===== config.mk =====
export PLATFORM = sky130hd
export DESIGN_NAME = seq_div_32
export DESIGN_NICKNAME = d
export VERILOG_FILES = /design/src/rtl/seq_div_32.sv
export SDC_FILE = /design/constraint.sdc
export NUM_CORES = 1
export LEC_CHECK = 0
export CAP_MARGIN = 40
export CORE_MARGIN = 2
export CORE_UTILIZATION = 30
export DETAILED_ROUTE_END_ITERATION = 16
export MAX_ROUTING_LAYER = met4
export SYNTH_ARGS = -nofsm -noshare
export SYNTH_HDL_FRONTEND = slang
export SYNTH_SLANG_ARGS = --single-unit

===== constraint.sdc =====
create_clock -name clk -period 2.88 [get_ports clk]
set_input_delay 0.576 -clock clk [delete_from_list [all_inputs] [get_ports clk]]
set_output_delay 0.576 -clock clk [all_outputs]
set_load 0.05 [all_outputs]

===== src/rtl/seq_div_32.sv =====
// ============================================================================
// Module   : seq_div_32
// Brief    : 32-bit unsigned restoring divider, one quotient bit per cycle.
//            Optional macro DIV_ZERO_FAST_EN adds a 1-cycle divide-by-zero path.
// Revision : 1.0
// ============================================================================
`default_nettype none

module seq_div_32 (
    input  logic        clk,
    input  logic        rst_n,
    input  logic        in_valid,
    output logic        in_ready,
    input  logic [31:0] dividend,
    input  logic [31:0] divisor,
    output logic        out_valid,
    input  logic        out_ready,
    output logic [31:0] quotient,
`ifdef DIV_ZERO_FAST_EN
    output logic        div_zero,
`endif
    output logic [31:0] remainder
);

    typedef enum logic [1:0] {
        IDLE = 2'd0,
        RUN  = 2'd1,
        DONE = 2'd2
    } state_t;

    localparam logic [5:0] C_LAST_STEP = 6'd31;

    state_t      r_state;
    logic [31:0] r_q;
    logic [31:0] r_rem;
    logic [31:0] r_div;
    logic [5:0]  r_cnt;
    logic        r_in_ready;
    logic        r_out_valid;
`ifdef DIV_ZERO_FAST_EN
    logic        r_div_zero;
`endif

    logic [31:0] w_trial;
    logic [31:0] w_b;
    logic [31:0] w_g;
    logic [31:0] w_p;
    logic [31:0] w_c;
    logic [31:0] w_diff;
    logic [7:0]  w_blk_g;
    logic [7:0]  w_blk_p;
    logic [8:0]  w_blk_c;
    logic        w_c_out;
    logic        w_success;

    assign w_trial = {r_rem[30:0], r_q[31]};
    assign w_b     = ~r_div;
    assign w_g     = w_trial & w_b;
    assign w_p     = w_trial ^ w_b;

    // Eight 4-bit lookahead groups; group carries chain from c_in = 1.
    genvar k;
    generate
        for (k = 0; k < 8; k++) begin : g_cla_blk
            localparam int B = 4 * k;
            assign w_c[B]     = w_blk_c[k];
            assign w_c[B + 1] = w_g[B] | (w_p[B] & w_blk_c[k]);
            assign w_c[B + 2] = w_g[B + 1]
                              | (w_p[B + 1] & w_g[B])
                              | (w_p[B + 1] & w_p[B] & w_blk_c[k]);
            assign w_c[B + 3] = w_g[B + 2]
                              | (w_p[B + 2] & w_g[B + 1])
                              | (w_p[B + 2] & w_p[B + 1] & w_g[B])
                              | (w_p[B + 2] & w_p[B + 1] & w_p[B] & w_blk_c[k]);
            assign w_blk_g[k] = w_g[B + 3]
                              | (w_p[B + 3] & w_g[B + 2])
                              | (w_p[B + 3] & w_p[B + 2] & w_g[B + 1])
                              | (w_p[B + 3] & w_p[B + 2] & w_p[B + 1] & w_g[B]);
            assign w_blk_p[k] = &w_p[B + 3:B];
        end
    endgenerate

    always_comb begin
        w_blk_c[0] = 1'b1;
        for (int i = 0; i < 8; i++) begin
            w_blk_c[i + 1] = w_blk_g[i] | (w_blk_p[i] & w_blk_c[i]);
        end
    end

    assign w_diff    = w_p ^ w_c;
    assign w_c_out   = w_blk_c[8];
    // A set rem[31] means the true trial value exceeds any 32-bit divisor.
    assign w_success = r_rem[31] | w_c_out;

    always_ff @(posedge clk) begin
        if (!rst_n) begin
            r_state     <= IDLE;
            r_q         <= 32'd0;
            r_rem       <= 32'd0;
            r_div       <= 32'd0;
            r_cnt       <= 6'd0;
            r_in_ready  <= 1'b1;
            r_out_valid <= 1'b0;
`ifdef DIV_ZERO_FAST_EN
            r_div_zero  <= 1'b0;
`endif
        end else begin
            case (r_state)
                IDLE: begin
                    if (in_valid) begin
                        r_q        <= dividend;
                        r_div      <= divisor;
                        r_rem      <= 32'd0;
                        r_cnt      <= 6'd0;
                        r_in_ready <= 1'b0;
                        r_state    <= RUN;
`ifdef DIV_ZERO_FAST_EN
                        if (divisor == 32'd0) begin
                            r_q         <= 32'hFFFF_FFFF;
                            r_rem       <= dividend;
                            r_div_zero  <= 1'b1;
                            r_out_valid <= 1'b1;
                            r_state     <= DONE;
                        end
`endif
                    end
                end
                RUN: begin
                    r_rem <= w_success ? w_diff : w_trial;
                    r_q   <= {r_q[30:0], w_success};
                    r_cnt <= r_cnt + 6'd1;
                    if (r_cnt == C_LAST_STEP) begin
                        r_out_valid <= 1'b1;
                        r_state     <= DONE;
                    end
                end
                DONE: begin
                    if (out_ready) begin
                        r_out_valid <= 1'b0;
                        r_in_ready  <= 1'b1;
                        r_state     <= IDLE;
`ifdef DIV_ZERO_FAST_EN
                        r_div_zero  <= 1'b0;
`endif
                    end
                end
                default: begin
                    r_out_valid <= 1'b0;
                    r_in_ready  <= 1'b1;
                    r_state     <= IDLE;
                end
            endcase
        end
    end

    assign in_ready  = r_in_ready;
    assign out_valid = r_out_valid;
    assign quotient  = r_q;
    assign remainder = r_rem;
`ifdef DIV_ZERO_FAST_EN
    assign div_zero  = r_div_zero;
`endif

endmodule

`default_nettype wire


==> reports/metrics.cfg <==
[worst_setup_path]
critPathKind=reg2reg
critPathTopFamily=simple AND/OR/NAND/NOR gates
cp_max_fo=11
critical_path.cell_chain=inv_1 > ha_1 > o21ai_2 > a22oi_2 > a31o_4 > and3_4 > o21a_4 > o21ai_2 > and3_4 > buf_12 > or4b_1 > nand3_1
critical-path-max-stage-delay_ps=510
slowest_stage=or4b_1
crit_buf_inv=2
arrival_ps=3020
worstSetupEndpointType=flip-flop
worst_setup_path_start_kind=flip-flop
cp_data_required_time_ps=3180

[grt]
antenna_found_initial=2
track_usage_pct=16.7
grt_pass1_wl_mm=26.2
grt-ovfl-total=0
grt_pass1_vias=5235
grt_max_degree=47

[placed_design]
gp_congestion=0.807
placed_cell_area_um2=7440
port-buffer-count=133
post-dp-hpwl_mm=11.4
dp_cells=1048
pre_cts_slack_ps=4.12

[synth]
synth_cell_types=61
ys_async_sr_fraction_pct=0
syn_nets=790
ys_ff_latch=106
ys.flop_type=dfxtp_1
netlist_area_um2=5680
yosys_warnings=0
yosysSeqAreaShare_pct=37.3
avgSynthCellArea_um2=8.35
synth_edf_count=0
netlist_instances=681

[floorplan]
die_h_um=142
num_rows=50
core_um2=18600
ios=134
die_w_um=142
fp.dieArea_um2=20100
initial_utilization_pct=30.5

[route]
first_pass_iters=4
postRouteAntennaNets=0
drc=0
wl_mm=15.6
routedWlPerCell_um=14.6
vias_per_cell=4.85
drtIter0Drc=203
vias=5195

[power_and_ir_drop]
irDropWorstVdd_mv=0.627
p_leak_nw=3.19
power_mw=10.6
power_density_nw_per_um2=1350

[sta]
tightest_slew_ps=549
post-route-period-util_pct=94.7
drv_slew=0
period_needed_ps=2730
layout_setup_ws_ps=153
slew_headroom_pct=63.3
hold_viol_final=0
maxClockFrequency_ghz=0.367
skew_ps=10.1
rsz0062_at_grt=yes
tns_ps=0
setup_viol=0

[finish]
fin_nets=939
drive_gt1_share_pct=10.3
n_fill_cell=1892
instances_no_fill=1071
design_area_um2=7870
area_delta_synth_final_pct=38.5

[job]
timing.max_cap.violations=0

[clock_network]
clock-sinks=106
numCtsBuffers=9
clkLatencyLatePin_ps=360
hold_buffers=0
root_buffer=clkbuf_16
h-tree-depth=3
clk_pin_slew_ps=70
cts_max_path_buffers=2
cts_tree=done

[worst_hold_path]
hold_path.class=reg2reg

[status]
status=finished, final reports clean

## cell usage in the layout (no fill, tap or decap), types with 9 or more instances in the layout
cell type          n
a21boi_0          33
a21oi_1           22
buf_4             39
clkbuf_16          9
clkdlybuf4s50_1  132
dfxtp_1          102
ha_1              31
inv_1             41
mux2i_1           25
nand2_1          116
nand3_1           12
nor2_1            75
o21ai_0           13
o21ai_1           32
o221ai_1          31
xor2_1            12
## tightest hold or removal path, stage by stage, from the launching register on
cell      delay (ps)
dfxtp_1          310
nand2_1           50
a21boi_0          60
## registers in the layout (all words and copies together), names as in the netlist
register,cells
in_ready,1
quotient,32
r_state,2
r_cnt,6
r_div,32
out_valid,1
remainder,32
## worst paths after layout
path / depth (start not counted) / start / end / slack [ps]
worst min-delay path: 2 / r_div[4] / r_div[4] / 460
worst min register to register: 2 / r_div[4] / r_div[4] / 460
worst max register to register: 12 / quotient[31] / remainder[23] / 150
worst max-delay path: 12 / quotient[31] / remainder[23] / 150
## area by class of cell
| cell class | count | area, um^2 | area share, % |
|---|---|---|---|
| clock buffer | 9 | 225 | 2.86 |
| tap | 234 | 293 | 3.72 |
| inverter | 41 | 154 | 1.96 |
| multi-input combinational | 497 | 3290 | 41.8 |
| timing repair buffer | 175 | 1680 | 21.3 |
| antenna | 2 | 5.00 | 0.0636 |
| clock inverter | 7 | 93.8 | 1.19 |
| sequential | 106 | 2130 | 27.0 |
## metrics by stage
step | util (%) | hold WS, ps
finish | 42.2 | 464
global route | 42.2 | 493
CTS | 41.6 | 468
detailed placement | 39.9 | 458
global placement | 39.9 | 453
floorplan | - | 443
## what timing repair did
item	in CTS	in global routing
pin swaps	0	6
gates resized for setup	1	10
buffers inserted	0	4
cloned	0	1
endpoints found under the setup margin	2	28
endpoints found under the hold margin	0	0
## report_power, final
group	total, mW	internal [mW]	switching, mW
clock network	1.36	0.762	0.596
logic	7.28	3.50	3.77
registers	1.96	1.73	0.237
## metal layers
metal  share of wire [%]  wire (um)  global-route usage (%)  vias to the layer above
li1                    -          -                       -                     2653
met5                   0          0                       -                        -
met2                  47       7350                    27.1                      117
met4                 1.2        189                    4.26                        0
met3                 5.8        897                    4.39                       13
met1                  46       7160                    20.7                     2412
## Yosys cell counts, drive strengths merged (3+ instances only)
master  number  area [um^2]
xor2        12          105
o21bai       3         22.5
inv         41          154
and2         6         37.5
nor2        75          282
nand2      117          439
a21oi       26          138
a21boi      34          255
clkbuf      28          105
buf         10         88.8
a32oi        3         26.3
nand2b       5         31.3
o221ai      31          272
nor2b        8         50.1
xnor2        7         61.3
dfxtp      106         2120
mux2i       25          250
o21ai       48          244
nor3         4         20.0
fa           7          140
and3         4         30.0
ha          34          425
nand3       12         60.1
## cells by family after synthesis
group                    after synthesis  synth area share (%)
AO/OA/AOI/OAI                        165                  20.5
XOR/XNOR                              19                  2.93
adder cells (fa/ha/maj)               41                  9.95
buffers and inverters                 79                  6.12
flip-flops                           106                  37.3
multiplexers                          26                  4.60
AND/OR/NAND/NOR                      245                  18.6
(Power assumes the default switching activity.)
